**src/rtl/output_drain_dma.sv**
```systemverilog
// output_drain_dma: drains one finished output tile from the accumulator's
// drain bank and writes it to memory as AXI4 INCR bursts that never cross a
// 4 KB boundary. Reads are issued against a credit limit so the small
// read-return FIFO can absorb the accumulator's fixed 2-cycle read latency.
//
// Optional feature: define OUTPUT_DRAIN_PERF_EN to build the perf_cycles
// drain-cycle counter; otherwise perf_cycles is tied to 0.
//
// Ports:
//   clk, rst            clock, asynchronous active-high reset
//   start, dst_addr     tile drain request and destination byte address
//   busy, done, error   status: busy span, done pulse, sticky bad-bresp flag
//   perf_cycles         busy cycle count of the last drain
//   acc_dma_ready       accumulator drain bank holds a completed tile
//   acc_rd_en/addr/data accumulator word read port (data 2 cycles after en)
//   m_axi_aw*/w*/b*     AXI4 write master
module output_drain_dma #(
    parameter int unsigned NUM_WORDS  = 25,
    parameter int unsigned ACC_ADDR_W = 10,
    parameter int unsigned AXI_ADDR_W = 32,
    parameter int unsigned MAX_BURST  = 16,
    parameter int unsigned FIFO_DEPTH = 4
) (
    input  logic                  clk,
    input  logic                  rst,
    input  logic                  start,
    input  logic [AXI_ADDR_W-1:0] dst_addr,
    output logic                  busy,
    output logic                  done,
    output logic                  error,
    output logic [31:0]           perf_cycles,
    input  logic                  acc_dma_ready,
    output logic                  acc_rd_en,
    output logic [ACC_ADDR_W-1:0] acc_rd_addr,
    input  logic [63:0]           acc_rd_data,
    output logic                  m_axi_awvalid,
    input  logic                  m_axi_awready,
    output logic [AXI_ADDR_W-1:0] m_axi_awaddr,
    output logic [7:0]            m_axi_awlen,
    output logic [2:0]            m_axi_awsize,
    output logic [1:0]            m_axi_awburst,
    output logic                  m_axi_wvalid,
    input  logic                  m_axi_wready,
    output logic [63:0]           m_axi_wdata,
    output logic [7:0]            m_axi_wstrb,
    output logic                  m_axi_wlast,
    input  logic                  m_axi_bvalid,
    output logic                  m_axi_bready,
    input  logic [1:0]            m_axi_bresp
);

    localparam int unsigned IDX_W = $clog2(NUM_WORDS + 1);
    localparam int unsigned PTR_W = $clog2(FIFO_DEPTH);
    localparam int unsigned CNT_W = PTR_W + 1;
    localparam int unsigned OCC_W = CNT_W + 1;
    localparam int unsigned LEN_W = 10;

    typedef enum logic [2:0] {IDLE, WAIT_RDY, AW, W, B} state_t;

    state_t                 state, next_state;
    logic                   start_acc, enter_aw, finish, launch;
    logic [AXI_ADDR_W-1:0]  next_addr;
    logic [IDX_W-1:0]       words_left;
    logic [LEN_W-1:0]       beats_left;
    logic [LEN_W-1:0]       burst_len;
    logic [LEN_W-1:0]       words_to_4k;

    logic                   issuing, issue_next;
    logic [IDX_W-1:0]       rd_idx;
    logic                   v0, v1;
    logic [OCC_W-1:0]       occ_next;

    logic [63:0]            mem [FIFO_DEPTH];
    logic [PTR_W-1:0]       wr_ptr, rd_ptr;
    logic [CNT_W-1:0]       count;
    logic                   push, pop, w_fire, b_fire;

    // constant AXI attributes: 8-byte beats, INCR, all lanes
    assign m_axi_awsize  = 3'b011;
    assign m_axi_awburst = 2'b01;
    assign m_axi_wstrb   = 8'hFF;

    // channel controls decoded from state and FIFO registers
    assign busy          = (state != IDLE);
    assign m_axi_awvalid = (state == AW);
    assign m_axi_wvalid  = (state == W) && (count != '0);
    assign m_axi_wlast   = (state == W) && (beats_left == LEN_W'(1));
    assign m_axi_bready  = (state == B);
    assign m_axi_wdata   = mem[rd_ptr];

    assign w_fire = m_axi_wvalid && m_axi_wready;
    assign b_fire = m_axi_bvalid && m_axi_bready;
    assign push   = v1;
    assign pop    = w_fire;
    assign launch = (state == WAIT_RDY) && acc_dma_ready;

    // next burst length: min of MAX_BURST, words remaining, words to 4 KB
    always_comb begin
        words_to_4k = LEN_W'((13'h1000 - {1'b0, next_addr[11:0]}) >> 3);
        burst_len   = LEN_W'(MAX_BURST);
        if (LEN_W'(words_left) < burst_len) burst_len = LEN_W'(words_left);
        if (words_to_4k < burst_len)        burst_len = words_to_4k;
    end

    // control FSM state register
    always_ff @(posedge clk or posedge rst) begin
        if (rst) state <= IDLE;
        else     state <= next_state;
    end

    // control FSM next state
    always_comb begin
        next_state = state;
        start_acc  = 1'b0;
        enter_aw   = 1'b0;
        finish     = 1'b0;
        case (state)
            IDLE: begin
                if (start) begin
                    next_state = WAIT_RDY;
                    start_acc  = 1'b1;
                end
            end
            WAIT_RDY: begin
                if (acc_dma_ready) begin
                    next_state = AW;
                    enter_aw   = 1'b1;
                end
            end
            AW: begin
                if (m_axi_awready) next_state = W;
            end
            W: begin
                if (w_fire && m_axi_wlast) next_state = B;
            end
            B: begin
                if (b_fire) begin
                    if (words_left != '0) begin
                        next_state = AW;
                        enter_aw   = 1'b1;
                    end else begin
                        next_state = IDLE;
                        finish     = 1'b1;
                    end
                end
            end
            default: next_state = IDLE;
        endcase
    end

    // burst bookkeeping, AW payload and status
    always_ff @(posedge clk or posedge rst) begin
        if (rst) begin
            next_addr    <= '0;
            words_left   <= '0;
            beats_left   <= '0;
            m_axi_awaddr <= '0;
            m_axi_awlen  <= '0;
            error        <= 1'b0;
            done         <= 1'b0;
        end else begin
            done <= finish;
            if (start_acc) begin
                next_addr  <= dst_addr;
                words_left <= IDX_W'(NUM_WORDS);
                error      <= 1'b0;
            end
            if (enter_aw) begin
                m_axi_awaddr <= next_addr;
                m_axi_awlen  <= 8'(burst_len - LEN_W'(1));
                beats_left   <= burst_len;
                next_addr    <= next_addr + AXI_ADDR_W'({burst_len, 3'b000});
                words_left   <= words_left - IDX_W'(burst_len);
            end
            if (w_fire) beats_left <= beats_left - LEN_W'(1);
            if (b_fire && (m_axi_bresp != 2'b00)) error <= 1'b1;
        end
    end

    // read issuer: next-cycle credit check so acc_rd_en can be a flop.
    // Outstanding after issue = FIFO entries + reads in the 2-cycle pipe.
    always_comb begin
        occ_next   = OCC_W'(count) + OCC_W'(v1) - OCC_W'(pop)
                   + OCC_W'(acc_rd_en) + OCC_W'(v0);
        issue_next = (issuing || launch)
                   && (rd_idx < IDX_W'(NUM_WORDS))
                   && (occ_next < OCC_W'(FIFO_DEPTH));
    end

    always_ff @(posedge clk or posedge rst) begin
        if (rst) begin
            issuing     <= 1'b0;
            rd_idx      <= '0;
            acc_rd_en   <= 1'b0;
            acc_rd_addr <= '0;
            v0          <= 1'b0;
            v1          <= 1'b0;
        end else begin
            v0        <= acc_rd_en;
            v1        <= v0;
            acc_rd_en <= issue_next;
            if (start_acc)   rd_idx  <= '0;
            if (launch)      issuing <= 1'b1;
            else if (finish) issuing <= 1'b0;
            if (issue_next) begin
                acc_rd_addr <= ACC_ADDR_W'(rd_idx);
                rd_idx      <= rd_idx + IDX_W'(1);
            end
        end
    end

    // read-return FIFO
    always_ff @(posedge clk or posedge rst) begin
        if (rst) begin
            wr_ptr <= '0;
            rd_ptr <= '0;
            count  <= '0;
            for (int i = 0; i < FIFO_DEPTH; i++) mem[i] <= '0;
        end else begin
            if (push) begin
                mem[wr_ptr] <= acc_rd_data;
                wr_ptr      <= wr_ptr + PTR_W'(1);
            end
            if (pop) rd_ptr <= rd_ptr + PTR_W'(1);
            count <= count + CNT_W'(push) - CNT_W'(pop);
        end
    end

`ifdef OUTPUT_DRAIN_PERF_EN
    logic [31:0] perf_cnt;

    // busy cycle counter, cleared by an accepted start, held after done
    always_ff @(posedge clk or posedge rst) begin
        if (rst)            perf_cnt <= '0;
        else if (start_acc) perf_cnt <= '0;
        else if (busy)      perf_cnt <= perf_cnt + 32'd1;
    end

    assign perf_cycles = perf_cnt;
`else
    assign perf_cycles = '0;
`endif

endmodule

```
**config.mk**
```make
export PLATFORM = sky130hd
export DESIGN_NAME = output_drain_dma
export DESIGN_NICKNAME = d
export VERILOG_FILES = /design/src/rtl/output_drain_dma.sv
export SDC_FILE = /design/constraint.sdc
export NUM_CORES = 1
export LEC_CHECK = 0
export CAP_MARGIN = 40
export CORE_ASPECT_RATIO = 0.9
export CORE_MARGIN = 2
export CORE_UTILIZATION = 40
export DETAILED_ROUTE_END_ITERATION = 8
export PLACE_DENSITY = 0.6
export RECOVER_POWER = 25
export SYNTH_ARGS = -nofsm -noshare
export SYNTH_HDL_FRONTEND = slang
export SYNTH_SLANG_ARGS = --single-unit
```
**constraint.sdc**
```tcl
create_clock -name clk -period 15.7 [get_ports clk]
set_clock_uncertainty 0.05 [all_clocks]
set_input_delay 2.355 -clock clk [delete_from_list [all_inputs] [get_ports clk]]
set_output_delay 2.355 -clock clk [all_outputs]
set_load 0.01 [all_outputs]
```
Word-level counts from Yosys, hierarchy flattened

Cells that the tools add are included.
W data, S select, Z words.

$add $sub $neg: 14
$lt $le $gt $ge: 7
Equality and inequality tests: 10
Mux-type cells: 36
Bitwise logic cells: 2
Reductions and logical operators: 22

Operators by type and width:

| operator                 | number |
|---|---|
| $bwmux W256              | 1 |
| $mux W64                 | 3 |
| $bmux W64 S2             | 1 |
| $demux W64 S2            | 1 |
| $mux W32                 | 2 |
| $add A32 B13 Y32         | 1 |
| $mux W10                 | 3 |
| $mux W5                  | 5 |
| $mux W3                  | 5 |
| $pmux W3 S5              | 1 |
| $sub A13 B12 Y13 const A | 1 |
| $mux W1                  | 12 |
| $reduce_bool A2 Y1       | 6 |
| $eq A10 B1 Y1 const B    | 1 |
| $logic_and A1 B1 Y1      | 10 |
| $lt A10 B5 Y1            | 1 |
| $lt A5 B5 Y1 const B     | 2 |
| $sub A10 B1 Y10 const B  | 1 |
| $add A4 B1 Y4            | 2 |
| $sub A8 B1 Y8 const B    | 1 |
| $eq A3 B2 Y1 const B     | 2 |
| $ge A3 B3 Y1 const B     | 2 |
| $ne A2 B1 Y1 const B     | 3 |
| $not A2 Y3               | 2 |
| 19 further kinds         | 22 |

Bits in registers: 369
Input bits: 105
Output and inout port bits: 167
Logic and storage cells: 112

Longest topological paths before layout

Gate-level depths: netlist of the first run.

Depth in word-level cells: 9
Mapped depth: 19
Mapped depth without buffers: 18

Worst setup path after synthesis of the first run

No wires, ideal clock.

Path type: input to register
Start point: in m_axi_wready
End point: reg acc_rd_addr[0]
Setup time: 0.125 ns
Arrival time: 5.326 ns
Required time: 15.525 ns
Slack: 10.200 ns
Cell stages on the path: 11
Buffers on the path: 1
Cell sequence: nand2_1 -> clkinv_1 -> ha_1 -> inv_1 -> fa_1 -> ha_1 -> a31o_2 -> or4_1 -> a31oi_1 -> buf_2 -> mux2_2

Cells in the longest elaborated chain, start to end: 6

Ends and longest elaborated chain:

| element                     | RTL line | RTL |
|---|---|---|
| start, declared             | 43       | `input logic m_axi_wready,` |
| $logic_and A1 B1 Y1         | 91       | `assign w_fire = m_axi_wvalid && m_axi_wready;` |
| via pop                     | 76       | `logic push, pop, w_fire, b_fire;` |
| $sub A4 B1 Y4               | 183      | `occ_next = OCC_W'(count) + OCC_W'(v1) - OCC_W'(pop)` |
| $add A4 B1 Y4 (2 in series) | 184      | `+ OCC_W'(acc_rd_en) + OCC_W'(v0);` |
| $lt A4 B3 Y1                | 187      | `&& (occ_next < OCC_W'(FIFO_DEPTH));` |
| $logic_and A1 B1 Y1         | 187      |  |
| via issue_next              | 68       | `logic issuing, issue_next;` |
| end signal, assigned        | 206      | `acc_rd_addr <= ACC_ADDR_W'(rd_idx);` |
| end, declared               | 34       | `output logic [ACC_ADDR_W-1:0] acc_rd_addr,` |

The timed path passes the listed nets, and every way through them passes these cells.
A chain may end at the register's enable or synchronous reset.

Final worst setup path of the first run

Start point: reg rd_ptr[0]
End point: out m_axi_wdata[59]

Cells in the longest elaborated chain, start to end: 4

Ends and longest elaborated chain:

| element                                      | RTL line | RTL |
|---|---|---|
| start, declared                              | 74       | `logic [PTR_W-1:0] wr_ptr, rd_ptr;` |
| start signal, assigned                       | 224      | `if (pop) rd_ptr <= rd_ptr + PTR_W'(1);` |
| $not A2 Y3 (not written as such)             | 89       | `assign m_axi_wdata = mem[rd_ptr];` |
| $bmux W64 S2                                 | 89       |  |
| $mux W64 (not written as such) (2 in series) | 89       |  |
| end, declared                                | 44       | `output logic [63:0] m_axi_wdata,` |

No other way between the ends. The select of a mux whose other input is x is not followed.

==> results of run 1 <==
==> cells in the mapped netlist, types with 12 or more instances <==
cell	instances
mux4_2	64
buf_1	12
nand3_1	28
clkbuf_1	43
a21oi_1	17
nand2_1	173
xnor2_1	13
o311ai_0	17
mux2_2	266
o21ai_0	33
dfrtp_1	369
buf_4	52
ha_1	30
mux2i_1	12
nor2_1	28
inv_1	29
==> cells in the final DEF, fill, tap and decap left out, types with 8 or more instances in the layout <==
cell type / instances
a21oi_1: 17
mux2i_1: 12
buf_4: 10
nor2_1: 27
o311ai_0: 17
xor2_1: 10
nor2b_1: 8
mux2_2: 266
nand2_1: 169
o211ai_1: 10
clkbuf_8: 10
dlygate4sd3_1: 50
inv_1: 28
xnor2_1: 13
dfrtp_1: 367
clkdlybuf4s50_1: 171
clkinv_2: 10
ha_1: 30
clkbuf_16: 41
nand3_1: 28
buf_16: 9
conb_1: 52
a21o_1: 8
o21ai_0: 33
mux4_2: 64
==> per-stage QoR <==
stage | util [%] | instance area [sq um] | power, W | hold WS [ns] | instances
floorplan | - | 17600 | 0.00295 | 0.304 | 1381
global placement | 46.5 | 20000 | 0.00370 | 0.316 | 2049
detailed placement | 47.0 | 20200 | 0.00377 | 0.332 | 2058
CTS | 50.0 | 21500 | 0.00471 | 0.347 | 2129
global route | 50.0 | 21500 | 0.00496 | 0.365 | 2129
finish | 50.0 | 21500 | 0.00464 | 0.347 | 2130
==> flip-flops by register name (all words and copies together) (netlist names) <==
signal / cells
acc_rd_addr: 5
acc_rd_en: 1
beats_left: 10
count: 3
done: 1
error: 1
issuing: 1
m_axi_awaddr: 32
m_axi_awlen: 8
mem: 256
next_addr: 32
push: 1
rd_idx: 5
rd_ptr: 2
state: 3
v0: 1
words_left: 5
wr_ptr: 2
==> power groups by stage <==
stage	Sequential (W)	Combinational (W)	Clock, W
floorplan	0.00165	0.00130	0
global placement	0.00174	0.00195	0
detailed placement	0.00176	0.00201	0
CTS	0.00175	0.00201	0.000951
global route	0.00181	0.00215	0.000991
finish	0.00174	0.00198	0.000920
==> path summary, 6_finish.rpt <==
| kind | endpoint |
|---|---|
| max in group asynchronous | rd_ptr[0]$_DFFE_PP0P_ |
| hold / removal | push$_DFF_PP0_ |
| setup / recovery | m_axi_wdata[59] |
| min in group asynchronous | mem[47]$_DFFE_PP0P_ |
| hold reg to reg | push$_DFF_PP0_ |
| setup reg to reg | next_addr[13]$_DFFE_PP0P_ |
==> cell type report <==
class                      instances  area, sq um
antenna                            1         2.50
clock buffer                      58         1190
clock inverter                    13         97.6
fill                            3853        21500
inverter                          31          118
multi-input combinational        863         7620
sequential                       369         9240
tap                              555          694
timing repair buffer             240         2530
==> critical path, cell delays in order (launching register included) <==
cell and delay [ns]:
dfrtp_4 0.93, buf_4 0.69, mux4_2 0.60, clkdlybuf4s50_1 0.56
==> cells by family after synthesis <==
group,Yosys count,synth area share [%]
other,2,0.0431
XOR/XNOR,23,1.16
adder cells (fa/ha/maj),34,2.62
AO/OA/AOI/OAI,124,4.98
multiplexers,342,26.2
AND/OR/NAND/NOR,288,7.53
buffers and inverters,149,4.46
flip-flops,369,53.0
==> layer usage <==
layer,share of wire (%),wire (um)
met1,47,18200
met2,46,18000
met3,5.0,1950
met4,1.8,683
met5,0,0
==> reports/metrics.yaml, run 1 <==
clocking:
  cts.repair.resized: 0
  cts_sinks: 369
  worstSkewPairLatency_ns: 0.56
  root_buffer: "clkbuf_16"
  cts_hold_buf: 0
  path_clk_slew_ns: 0.06
  tritoncts: "done"
  cts_max_path_buffers: 3
  htreeDepth: 2
  cts_inserted_buffers: 40
  cts_setup_buffers: 0
pwr:
  p_sw_w: 0.00150
  comb_power_share_pct: 42.7
  internal-power_w: 0.00314
  clkPwrFrac_pct: 19.8
  seqPwrFrac_pct: 37.5
  peakVddDrop_uv: 88.9
  power_density_nw_per_um2: 216
  p_leak_nw: 9.20
  p_sw_share_pct: 32.3
drt:
  wl_per_cell_um: 18.2
  via_per_inst: 5.20
  drc_errors: 0
  drtIter0Drc: 487
  vias: 11100
  drt_pre_antenna_iters: 5
  wl_um: 38900
  antenna_left: 0
flow_run:
  drv_cap: 1
synth:
  synthFlopType: "dfrtp_1"
  async_reset_ff_share_pct: 100
  synth_area_leaders: "dfrtp_1 53%, mux2_2 17%, mux4_2 8.3%, nand2_1 3.7%, buf_4 2.2%"
  synth-seq-cells: 369
  synth_top_cell_area_share_pct: 53.0
  seq_area_frac_synth_pct: 53.0
  syn_inst: 1331
  synth_area_sq_um: 17400
  yosys.area.top_type: "dfrtp_1"
  synth_edf_count: 0
  avgSynthCellArea_sq_um: 13.1
  yosysUniqueCellTypes: 69
  ys_warn_count: 0
global_routing:
  grt_util_met2_pct: 27.8
  antenna_found_initial: 1
  grt_pass1_vias: 11300
  grtUsageMet1_pct: 24.3
  use_met3_pct: 3.52
  grt_pass1_wl_um: 62900
  overflow: 0
  grt_use_total_pct: 17.4
  top_usage_layer: "met2"
  grt_max_degree: 103
critical_path:
  worstReg2RegStart: "next_addr[3]$_DFFE_PP0P_"
  endpoint_kind: "output port"
  crit_path_start_kind: "flop"
  crit_arrival_ns: 3.36
  crit_type: "flop to output port"
  startpoint: "rd_ptr[0]$_DFFE_PP0P_"
  cp.required_ns: 13.30
  rrSetupSlack_ns: 10.18
  cp_max_fo: 35
  rr_worst_depth: 18
sta:
  rsz0062_at_grt: "no"
  finalHoldViolations: 0
  finalSetupViolations: 0
  fmax_ghz: 0.174
  fin_crit_ns: 5.76
  tightest_slew_ns: 2.22
  slew_headroom_pct: -48.7
  layout_setup_ws_ns: 9.94
  fin_crit_sh_pct: 36.7
  setup_tns_ns: 0
  drv_slew: 46
placed_design:
  port_buffers: 221
  place_worst_setup_slack_ns: 9.76
  gp_congestion: 0.760
  dp_hpwl_um: 25100
finish:
  area_delta_synth_final_pct: 23.5
  layout.nets: 1684
  drive_above_1_share_pct: 27.6
floorplanning:
  initial_core_util_pct: 40.5
  core_area_sq_um: 43000
  io_pins: 272
  num_rows: 72
  die_h_um: 202
  die_w_um: 224
  die-area_sq_um: 45200
run_status:
  violations: "capacitance limit, slew limit"
  outcome: "finished with violations"
hold_path:
  min_from: "v0$_DFF_PP0_"
  hold_path.class: "flop to flop"
  min_path_cells: 0
Note: power is estimated with default switching activity, not from simulation.
==> run 2, diff against run 1 <==
- PLACE_DENSITY: 0.6 -> 0.63
- clock period: 15.7 -> 4.8 ns (I/O delays scaled with it)
==> run 2 against run 1 <==
Effect of this change:
- the run still ends with capacitance limit, slew limit left
- critical endpoint is now next_addr[13]$_DFFE_PP0P_
- largest power group unchanged
- global-route usage is 0.67 points higher
- power grew to 3.4 times the previous value
- critical path type is now flop to flop
- sequential power grew to 3.3 times the previous value
==> reports/metrics.yaml, run 2 (synthesized netlist as in run 1, its figures left out) <==
drt:
  via_per_inst: 5.23
  drc_errors: 0
  wl_um: 40100
  drtIter0Drc: 658
  drt_pre_antenna_iters: 5
  antenna_left: 0
  vias: 11300
  wl_per_cell_um: 18.6
clocking:
  path_clk_slew_ns: 0.06
  cts_max_path_buffers: 3
  tritoncts: "done"
  htreeDepth: 2
  cts_inserted_buffers: 41
  cts_hold_buf: 0
  worstSkewPairLatency_ns: 0.56
  root_buffer: "clkbuf_16"
  cts_sinks: 369
global_routing:
  grt_max_degree: 121
  grt_pass1_wl_um: 65300
  grt_pass1_vias: 11900
  antenna_found_initial: 4
  grt_use_total_pct: 18.1
  overflow: 0
sta:
  drv_slew: 291
  slew_headroom_pct: -71.1
  finalSetupViolations: 0
  setup_tns_ns: 0
  tightest_slew_ns: 2.57
  fin_crit_sh_pct: 95.0
  fin_crit_ns: 4.56
  fmax_ghz: 0.219
  finalHoldViolations: 0
pwr:
  p_leak_nw: 9.27
  peakVddDrop_uv: 363
  power_density_nw_per_um2: 722
finish:
  final_cell_mix: "367 x dfrtp_1, 266 x mux2_2, 220 x clkdlybuf4s50_1"
  layout.nets: 1706
  largest_register: "mem"
  largest_reg_flops: 256
  drive_above_1_share_pct: 28.8
  area_delta_synth_final_pct: 24.7
  fin_util_pct: 50.5
  reg_top3: "mem x256, m_axi_awaddr x32, next_addr x32"
  mostFrequentLayoutCell: "dfrtp_1"
floorplanning:
  num_rows: 72
  die_h_um: 202
  io_pins: 272
  initial_core_util_pct: 40.5
  die_w_um: 224
  die-area_sq_um: 45200
  core_area_sq_um: 43000
placed_design:
  dp_hpwl_um: 26000
  port_buffers: 221
  gp_congestion: 0.816
critical_path:
  crit_arrival_ns: 4.96
  crit_type: "flop to flop"
  critPathSlowestCell: "or4b_4"
  cp_common_cell: "ha_1"
  crit_path_start_kind: "flop"
  cp.required_ns: 5.20
  cp_max_fo: 8
  crit_chain: "buf_4 > or3_1 > or2b_1 > xor2_1 > ha_1 > or4b_4 > a21oi_4 > mux2_2 > ha_1 > fa_1 > a211o_1 > a21oi_2 > o21ai_1 > nand2_2 > nor2_1 > a221o_1"
  max_stage_delay_ns: 0.55
  endpoint_kind: "flop"
  rrSetupSlack_ns: 0.24
run_status:
  outcome: "finished with violations"
  violations: "capacitance limit, slew limit"
flow_run:
  drv_cap: 5
hold_path:
  hold_path.class: "flop to flop"
-- run 2: changes by cell type in the layout (fill, tap and decap cells not counted), moves of 5 or more --
cell / previous run / this run
bufinv_16: 0 / 5
dlygate4sd3_1: 50 / 1
buf_4: 10 / 27
clkbuf_1: 7 / 14
clkdlybuf4s50_1: 171 / 220
buf_16: 9 / 1
-- run 2: worst paths after layout --
path | startpoint | end | cells past startpoint
max | next_addr[2]$_DFFE_PP0P_ | next_addr[13]$_DFFE_PP0P_ | 16
min | v0$_DFF_PP0_ | push$_DFF_PP0_ | 0
max reg2reg | next_addr[2]$_DFFE_PP0P_ | next_addr[13]$_DFFE_PP0P_ | 16
min reg2reg | v0$_DFF_PP0_ | push$_DFF_PP0_ | 0
max in group asynchronous | rst | mem[193]$_DFFE_PP0P_ | 3
min in group asynchronous | rst | mem[70]$_DFFE_PP0P_ | 2
-- run 2: routing by layer --
metal	track usage, %	share of wire (%)	vias to the layer above
met1	25.1	45	5801
met2	28.9	47	255
li1	-	-	5163
met3	3.92	6.0	48
met4	4.74	1.6	4
met5	0	0.065	-
-- run 2: cell type report --
| cell class | count | area, sq um |
|---|---|---|
| inverters | 31 | 118 |
| diodes | 2 | 5.00 |
| well taps | 555 | 694 |
| clock inverters | 17 | 236 |
| flip-flops and latches | 369 | 9240 |
| clock buffers | 58 | 1180 |
| fillers | 3779 | 21300 |
| multi-input cells | 863 | 7680 |
| repair buffers | 261 | 2560 |
-- run 2: what timing repair did --
item / CTS / global route
pin swaps: 0 / 5
resized for setup: 3 / 14
endpoints found under the setup margin: 7 / 21
buffers inserted: 0 / 6
-- run 2: critical path, delay by kind of cell (launching register included) --
family | cells | cell delay (ns)
DFF | 1 | 0.40
AOI/OAI and AO/OA | 5 | 1.01
xor gates and xnor gates | 1 | 0.20
adders and majority gates | 3 | 0.83
and+or+nand+nor | 5 | 1.45
muxes | 1 | 0.36
buffers and inverters | 1 | 0.14
-- run 2: per-stage QoR --
stage / total power (W) / hold slack [ns] / setup slack [ns] / cells / area, sq um
floorplan: 0.00967 / 0.304 / -0.922 / 1381 / 17600
global placement: 0.0122 / 0.316 / 0.0698 / 2069 / 20200
detailed placement: 0.0125 / 0.324 / -0.0791 / 2073 / 20300
CTS: 0.0158 / 0.327 / 0.0239 / 2148 / 21700
global route: 0.0168 / 0.343 / -0.0158 / 2154 / 21700
finish: 0.0157 / 0.330 / 0.238 / 2156 / 21700
-- run 2: report_power, final --
group          switching, W  total (W)  internal [W]
combinational       0.00272    0.00674       0.00402
sequential          0.00101    0.00567       0.00465
clock               0.00129    0.00328       0.00199
total               0.00502     0.0157        0.0107
